[config.mk]
export PLATFORM = sky130hd
export DESIGN_NAME = serial_deserializer
export DESIGN_NICKNAME = d
export VERILOG_FILES = /design/src/rtl/serial_deserializer.sv
export SDC_FILE = /design/constraint.sdc
export NUM_CORES = 1
export LEC_CHECK = 0
export BUFFER_PORTS_ARGS = -buffer_cell sky130_fd_sc_hd__buf_2
export CELL_PAD_IN_SITES_DETAIL_PLACEMENT = 0
export CELL_PAD_IN_SITES_GLOBAL_PLACEMENT = 2
export CORE_UTILIZATION = 31
export DETAILED_ROUTE_END_ITERATION = 16
export PLACE_DENSITY_LB_ADDON = 0.05
export SLEW_MARGIN = 25
export SYNTH_ARGS = -nofsm -noshare
export SYNTH_HDL_FRONTEND = slang
export SYNTH_SLANG_ARGS = --single-unit
export TNS_END_PERCENT = 10
[constraint.sdc]
create_clock -name clk -period 1.75 [get_ports clk]
set_clock_uncertainty 0.05 [all_clocks]
set_input_delay 0 -clock clk [delete_from_list [all_inputs] [get_ports clk]]
set_output_delay 0 -clock clk [all_outputs]
set_load 0.05 [all_outputs]
[src/rtl/serial_deserializer.sv]
// -----------------------------------------------------------------------------
// serial_deserializer
//
// This is the receive end of the serial link. It collects a qualified serial
// bit stream into N-bit parallel words. The framing is chosen per word:
// MSB-first uses left-shift fill and LSB-first uses right-shift fill.
//
// Completed words go out on a valid/ready interface that holds one word.
// If a word completes while the held word is still waiting, the new word is
// dropped and a sticky overflow flag is set.
//
// Ports:
//   clk        rising-edge clock
//   reset      synchronous, active-low reset
//   sin        serial data bit
//   sin_valid  sin carries a bit this cycle
//   msb_first  1 = first bit of the word is the MSB; sampled on the first beat only
//   flush      discard the partial word
//   out_data   completed word
//   out_valid  out_data holds an unconsumed word
//   out_ready  consumer accepts out_data when out_valid && out_ready
//   overflow   sticky: a completed word was dropped
//   ovf_clr    clears overflow (a drop in the same cycle wins)
//   bit_cnt    bits collected in the current partial word
// -----------------------------------------------------------------------------
module serial_deserializer #(
    parameter int N = 8
) (
    input  logic                 clk,
    input  logic                 reset,
    input  logic                 sin,
    input  logic                 sin_valid,
    input  logic                 msb_first,
    input  logic                 flush,
    output logic [N-1:0]         out_data,
    output logic                 out_valid,
    input  logic                 out_ready,
    output logic                 overflow,
    input  logic                 ovf_clr,
    output logic [$clog2(N)-1:0] bit_cnt
);

    localparam int CW = $clog2(N);
    localparam logic [CW-1:0] LAST_BIT = CW'(N - 1);

    typedef enum logic {EMPTY = 1'b0, FULL = 1'b1} state_t;

    state_t          state_q, state_d;
    logic [N-1:0]    sr_q, sr_d;
    logic [CW-1:0]   bit_cnt_q, bit_cnt_d;
    logic [N-1:0]    out_data_q, out_data_d;
    logic            overflow_q, overflow_d;
    logic            dir_q, dir_d;

    logic            beat;
    logic            complete;
    logic            handshake;
    logic            dir_now;
    logic [N-1:0]    msb_vec;
    logic [N-1:0]    lsb_vec;
    logic [N-1:0]    shifted;

    // A flush in the same cycle as a beat discards that bit.
    assign beat      = sin_valid && !flush;
    assign complete  = beat && (bit_cnt_q == LAST_BIT);
    assign handshake = out_valid && out_ready;

    // On the first beat of a word the live msb_first applies. After that,
    // the direction latched on that first beat is used.
    assign dir_now = (bit_cnt_q == '0) ? msb_first : dir_q;

    // Build both shifted candidates bit by bit.
    // The MSB-first candidate enters the new bit at bit 0.
    // The LSB-first candidate enters the new bit at bit N-1.
    genvar gi;
    generate
        for (gi = 0; gi < N; gi++) begin : g_shift
            if (gi == 0) begin : g_msb_in
                assign msb_vec[gi] = sin;
            end else begin : g_msb_sh
                assign msb_vec[gi] = sr_q[gi-1];
            end
            if (gi == N - 1) begin : g_lsb_in
                assign lsb_vec[gi] = sin;
            end else begin : g_lsb_sh
                assign lsb_vec[gi] = sr_q[gi+1];
            end
        end
    endgenerate

    assign shifted = dir_now ? msb_vec : lsb_vec;

    // ---------------- Collection datapath ----------------
    always_comb begin
        sr_d      = sr_q;
        bit_cnt_d = bit_cnt_q;
        dir_d     = dir_q;
        if (flush) begin
            sr_d      = '0;
            bit_cnt_d = '0;
        end else if (beat) begin
            if (bit_cnt_q == '0) begin
                dir_d = msb_first;
            end
            if (complete) begin
                // The next word overwrites every bit, so start it from a clean register.
                sr_d      = '0;
                bit_cnt_d = '0;
            end else begin
                sr_d      = shifted;
                bit_cnt_d = bit_cnt_q + CW'(1);
            end
        end
    end

    // ---------------- Output register and overflow ----------------
    always_comb begin
        out_data_d = out_data_q;
        overflow_d = overflow_q;
        if (complete && (!out_valid || out_ready)) begin
            out_data_d = shifted;
        end
        if (complete && out_valid && !out_ready) begin
            overflow_d = 1'b1;
        end else if (ovf_clr) begin
            overflow_d = 1'b0;
        end
    end

    always_ff @(posedge clk) begin
        if (!reset) begin
            sr_q       <= '0;
            bit_cnt_q  <= '0;
            dir_q      <= 1'b0;
            out_data_q <= '0;
            overflow_q <= 1'b0;
        end else begin
            sr_q       <= sr_d;
            bit_cnt_q  <= bit_cnt_d;
            dir_q      <= dir_d;
            out_data_q <= out_data_d;
            overflow_q <= overflow_d;
        end
    end

    // ---------------- Output buffer FSM ----------------
    always_ff @(posedge clk) begin
        if (!reset) begin
            state_q <= EMPTY;
        end else begin
            state_q <= state_d;
        end
    end

    always_comb begin
        state_d = state_q;
        case (state_q)
            EMPTY: if (complete) state_d = FULL;
            FULL:  if (!complete && handshake) state_d = EMPTY;
            default: state_d = EMPTY;
        endcase
    end

    always_comb begin
        out_valid = (state_q == FULL);
    end

    assign out_data = out_data_q;
    assign overflow = overflow_q;
    assign bit_cnt  = bit_cnt_q;

endmodule

After elaboration in Yosys (flattened, before gate mapping)
Index checks and enable logic that the tools add are counted.
{"block": "op_classes", "addsub": 1, "n_eq_ne": 1, "muxes": 9, "bitwise": 3, "reduce_logical": 16}
{"op": "8-bit 2-to-1 mux", "count": 2}
{"op": "1-bit logical AND", "count": 7}
{"op": "1-bit 2-to-1 mux", "count": 5}
{"op": "1-bit logical NOT", "count": 4}
{"op": "3-bit by 1-bit adder with 3-bit output (second input constant)", "count": 1}
{"op": "3-bit == test (second input constant)", "count": 1}
{"op": "3-bit logical NOT", "count": 1}
{"op": "3-bit 2-to-1 mux", "count": 1}
{"op": "1-bit inverter", "count": 3}
{"op": "1-bit case mux with 2 select lines", "count": 1}
{"op": "2-bit AND reduction", "count": 1}
{"op": "2-bit nonzero test", "count": 1}
{"op": "2-bit OR reduction", "count": 1}
{"op": "1-bit logical OR", "count": 1}
{"block": "totals", "register_bits": 22, "word_cells": 36}

Longest topological paths before layout
{"block": "logic_depth", "depth_word": 7, "mapped_depth": 7, "ltp_nobuf": 6}

Least setup slack after synthesis
OpenSTA, ideal clock, no wires.
{"block": "synth_path", "kind": "register to register", "from": "reg bit_cnt_q[0], in the netlist bit_cnt[0]", "to": "reg sr_q[6]", "setup_ns": 0.132, "arrival_time_ns": 1.787, "required_time_ns": 1.568, "slack_ns": -0.219, "stages_incl_launch_ff": 7, "path_buffers": 0, "cell_sequence": "dfxtp_1 inv_1 ha_1 nor2b_4 mux2i_4 mux2i_1 o32ai_1"}
{"block": "synth_via", "elab_chain_cells": 4, "elab_cells_between_ends": 6}
{"element": "start, declared", "line": "50", "text": "logic [CW-1:0] bit_cnt_q, bit_cnt_d;"}
{"element": "start signal, assigned", "line": "139", "text": "bit_cnt_q <= bit_cnt_d;"}
{"element": "3-bit logical NOT", "line": "70", "text": "assign dir_now = (bit_cnt_q == '0) ? msb_first : dir_q;"}
{"element": "1-bit 2-to-1 mux"}
{"element": "8-bit 2-to-1 mux", "line": "91", "text": "assign shifted = dir_now ? msb_vec : lsb_vec;"}
{"element": "8-bit 2-to-1 mux *", "line": "105", "text": "if (complete) begin"}
{"element": "end signal, assigned", "line": "138", "text": "sr_q <= sr_d;"}
{"element": "end, declared", "line": "49", "text": "logic [N-1:0] sr_q, sr_d;"}
Mark *: on every way between the ends. The rest lies on a longest branch, timed or not.
A chain may end at the register's enable or synchronous reset.

Final worst setup path
{"block": "layout_path", "from": "reg bit_cnt_q[0], in the netlist bit_cnt[0]", "to": "reg state_q, in the netlist out_valid"}
{"block": "layout_via", "elab_chain_cells": 6, "elab_cells_between_ends": 7}
{"element": "3-bit == test *", "line": "65", "text": "assign complete = beat && (bit_cnt_q == LAST_BIT);"}
{"element": "1-bit logical AND *", "line": "65"}
{"element": "1-bit logical NOT", "line": "159", "text": "FULL: if (!complete && handshake) state_d = EMPTY;"}
{"element": "1-bit logical AND", "line": "159"}
{"element": "1-bit 2-to-1 mux", "line": "159"}
{"element": "1-bit case mux with 2 select lines *", "line": "157", "text": "case (state_q)"}
{"element": "end signal, assigned", "line": "151", "text": "state_q <= state_d;"}
{"element": "end, declared", "line": "48", "text": "state_t state_q, state_d;"}
Marked as above.

==> reports/results.txt <==
Yosys instantiated no cell more often than sky130_fd_sc_hd__dfxtp_1. For the worst endpoint required time, the log shows 1.91 ns. Total routed wirelength: 1970 um. The final HPWL from detailed placement is 1370 um. The share of synthesized flip-flops with an asynchronous set or reset is 0, and the clock-pin slew of the registers on the worst-case setup and hold paths is 0.12 ns. In the final routed layout, each cell accounts on average for 12.5 um. The post-route fraction of the period consumed by the critical path works out to 0.959. Y dimension of the die: 56.8 um.

The portion of netlist area occupied by mux cells was 0.121; the deepest level of the CTS H-tree was 1. The run gives 0.458 as the fraction of the core area covered by cells at the end of the flow. The count of mapped cells out of synthesis was 98. The run finished, with violations left. TritonCTS built the clock tree. The share of Yosys cell area claimed by the top area cell type was 0.474. The run gives 0.596 GHz as the highest clock rate. For the number of global-route vias before repair, the log shows 724. After synthesis the cells add up to 930 sq um. The clock drives 22 sinks. The worst path buffer plus inverter count is 1, and the fraction of layout cells with a size suffix above 1 is 0.354. For the number of antenna violations at the first check in global routing, the log shows 0. Dividing total power by cell area gives a power density of 657 nW/um^2. The pin count of the biggest net entering global routing is 17.

Port buffering added 20 buffers. Simple-gate share of the synthesized area: 0.140. The run gives 2 as the number of DRC violations after detailed routing.

Setup repair after global routing could not meet its margin everywhere. For the post-layout net count, the log shows 140. Class of the tightest hold or removal check: in2reg.

Of all nets on the critical path, the largest fanout is 5. The number of nets in the synthesized netlist came out at 109. After detailed routing, the number of vias per cell comes to 4.94. The analysis attributes to cell leakage a power of 0.511 nW. The cell accounting for the most synthesized area is sky130_fd_sc_hd__dfxtp_1. By startpoint and endpoint, the worst setup path is classified as reg2reg. The arrival time of data at the critical path endpoint was 1.84 ns. The routability congestion estimate from global placement is 0.682, and the core box area is 2810 sq um. Remaining antenna violation count: 0. The die covers 3220 sq um. IR analysis of the VDD net gives a maximum drop of 0.000383 V. The most critical setup path has its startpoint at bit_cnt[0]. For this design the top-level I/O count stands at 21. The sequential area share after synthesis is 0.474. The complex-gate fraction of the synthesized area is 0.172, and the transition at the pin with the smallest max-transition slack is 0.549 ns. The combined global-route utilization of all metal layers was 0.130; the worst slew slack as a fraction of its limit was 0.633. The worst setup path is captured at a flop. The detailed-router iteration count before antenna repair came out at 9.

The worst setup path is launched from a flop. Residual overflow from global routing: 0. In this run the critical register-to-register path is launched from bit_cnt[0]. For the number of unique standard cell types used by synthesis, the log shows 26. Most prevalent standard cell on the critical path: sky130_fd_sc_hd__ha_1. The final hold violation count is 0. On the worst path, the slowest cell contributes a delay of 0.54 ns.

The first-pass GRT wire length was 3150 um. Counting along the longest clock path gives a buffer depth of 2. Ranked by total cell area, the synthesized netlist is headed by sky130_fd_sc_hd__dfxtp_1 47%, sky130_fd_sc_hd__mux2i_1 9.7%, sky130_fd_sc_hd__a21oi_1 5.9%, sky130_fd_sc_hd__ha_1 4.0%, sky130_fd_sc_hd__o21ai_1 3.8%. For the count of placed standard cells in the final layout, fillers left out, the log shows 158. For the final-report setup violation count, the log shows 0. By count the netlist is led by 22 x sky130_fd_sc_hd__dfxtp_1, 11 x sky130_fd_sc_hd__a21oi_1, 9 x sky130_fd_sc_hd__mux2i_1.

The cell chosen for the clock root is sky130_fd_sc_hd__clkbuf_4. In this run the cell area measured after placement is 1080 sq um. The worst hold path begins at flush.

After synthesis, the largest family of logic cells by area is compound AO/OA/AOI/OAI gates. Across all setup checks in the final design, the least slack found is 0.0710 ns. Max-capacitance violation count: 0.

The worst path needs 1.68 ns of the cycle, external delays included. Adder-cell area share of the yosys netlist: 0.0404. For the initial core utilization, the log shows 0.331.

After synthesis the netlist holds a flip-flop and latch count of 22. The detailed router finished its first iteration with 10 violations. Traced cell by cell, the critical path runs through ha_1 -> ha_1 -> nand3b_1 -> a21boi_1 -> dlygate4sd3_1. Averaged over all synthesized cells, the footprint is 9.49 sq um. Once placement completed, the tool counted placed cells totaling 147. Prior to clock tree synthesis, the placed netlist has a worst setup slack of 0.0410 ns. The cell row count was 19.

The area overhead of the layout relative to synthesis was 38.1%; the number of enable flip-flop cells after synthesis was 0. Clock tree synthesis inserted a total of 3 buffers. In the synthesized netlist the dominant register cell turns out to be sky130_fd_sc_hd__dfxtp_1. The checks that failed: design-rule violations. The die is 56.8 um wide.

With fillers left out, the area of the finished cells amounts to 1280 sq um. For the number of antenna diodes, the log shows 0. The completed layout was analyzed and its total power is 0.843 mW.

Across all layers, the routed design uses 780 vias. The run gives 0 as the warning count from the yosys run. Clock latency on the worst-skew pair, taken at its later pin, is 0.31 ns. For this design, the slowest cell found on the critical path is sky130_fd_sc_hd__dlygate4sd3_1. The area share of xor/xnor cells in the synthesized design is 0, and the number of slew-limit violations in the final report is 0. The gate family responsible for the most delay along the worst path is buffers and inverters.
==> state kept, by name (all words and copies together), names as in the netlist <==
name	cells
sr_q	8
dir_q	1
out_data	8
overflow	1
out_valid	1
bit_cnt	3
==> cells by family (layout without fill, tap and decap cells) <==
logic type / count (synthesis) / count (layout)
AO/OA/AOI/OAI: 29 / 29
adder cells (fa/ha/maj): 3 / 3
buffers and inverters: 11 / 40
flip-flops: 22 / 22
multiplexers: 10 / 10
AND/OR/NAND/NOR: 23 / 23
==> metrics by stage <==
step	hold WS, ns	TNS, ns
6_report	0.0203	0
4_1_cts	0.00500	0
5_1_grt	0.0108	-0.0296
3_3_place_gp	0.258	0
2_1_floorplan	0.104	-0.0227
3_5_place_dp	0.271	0
==> metal layers <==
metal	track usage	routed length, um
met1	0.161	952
met2	0.206	913
met3	0.0507	84
met4	0.0418	19
met5	0	0
==> power breakdown <==
part / switching, mW / internal, mW / total (mW)
Sequential: 0.00450 / 0.504 / 0.508
Combinational: 0.0508 / 0.0550 / 0.106
Clock: 0.149 / 0.0804 / 0.229
Total: 0.204 / 0.639 / 0.843
==> final cells by class <==
class | count | area (sq um)
tap | 31 | 38.8
clock buffer | 3 | 22.5
timing repair buffer | 30 | 205
multi-input combinational | 65 | 542
fill | 297 | 1520
sequential | 22 | 447
inverter | 7 | 28.8
==> placed cells by master (no fill, tap or decap), types with 2 or more instances in the layout <==
cell / Yosys / routed
sky130_fd_sc_hd__nand2b_1: 2 / 2
sky130_fd_sc_hd__buf_4: 2 / 2
sky130_fd_sc_hd__mux2i_1: 9 / 2
sky130_fd_sc_hd__dfxtp_1: 22 / 19
sky130_fd_sc_hd__nand2_1: 7 / 7
sky130_fd_sc_hd__a21oi_1: 11 / 11
sky130_fd_sc_hd__buf_2: 0 / 20
sky130_fd_sc_hd__dfxtp_2: 0 / 2
sky130_fd_sc_hd__o32ai_1: 3 / 2
sky130_fd_sc_hd__ha_1: 3 / 2
sky130_fd_sc_hd__nor2_1: 5 / 5
sky130_fd_sc_hd__inv_2: 1 / 2
sky130_fd_sc_hd__mux2i_4: 1 / 7
sky130_fd_sc_hd__clkbuf_4: 0 / 3
sky130_fd_sc_hd__inv_1: 6 / 4
sky130_fd_sc_hd__o21ai_1: 7 / 7
sky130_fd_sc_hd__dlygate4sd3_1: 0 / 7
sky130_fd_sc_hd__o21ai_0: 6 / 6
==> worst min-delay path, stage by stage <==
cell	delay [ns]
sky130_fd_sc_hd__buf_2	0.12
sky130_fd_sc_hd__nor3b_1	0.10
sky130_fd_sc_hd__nand2_1	0.07
sky130_fd_sc_hd__o21ai_1	0.05
==> repair_timing <==
item | 4_1_cts | 5_1_grt
gates resized for setup | 0 | 23
setup buffers | 0 | 1
hold buffers | 7 | 0
hold endpoints to repair | 15 | 0
setup endpoints to repair | 0 | 15
==> path summary, 6_finish.rpt <==
path                                  end  slack, ns  cells after the start
worst max-delay path            out_valid       0.07                      5
worst min-delay path              sr_q[3]       0.02                      4
worst max register to register  out_valid       0.07                      5
worst min register to register    sr_q[0]       0.45                      2
Power figures use the tool's default switching activity.
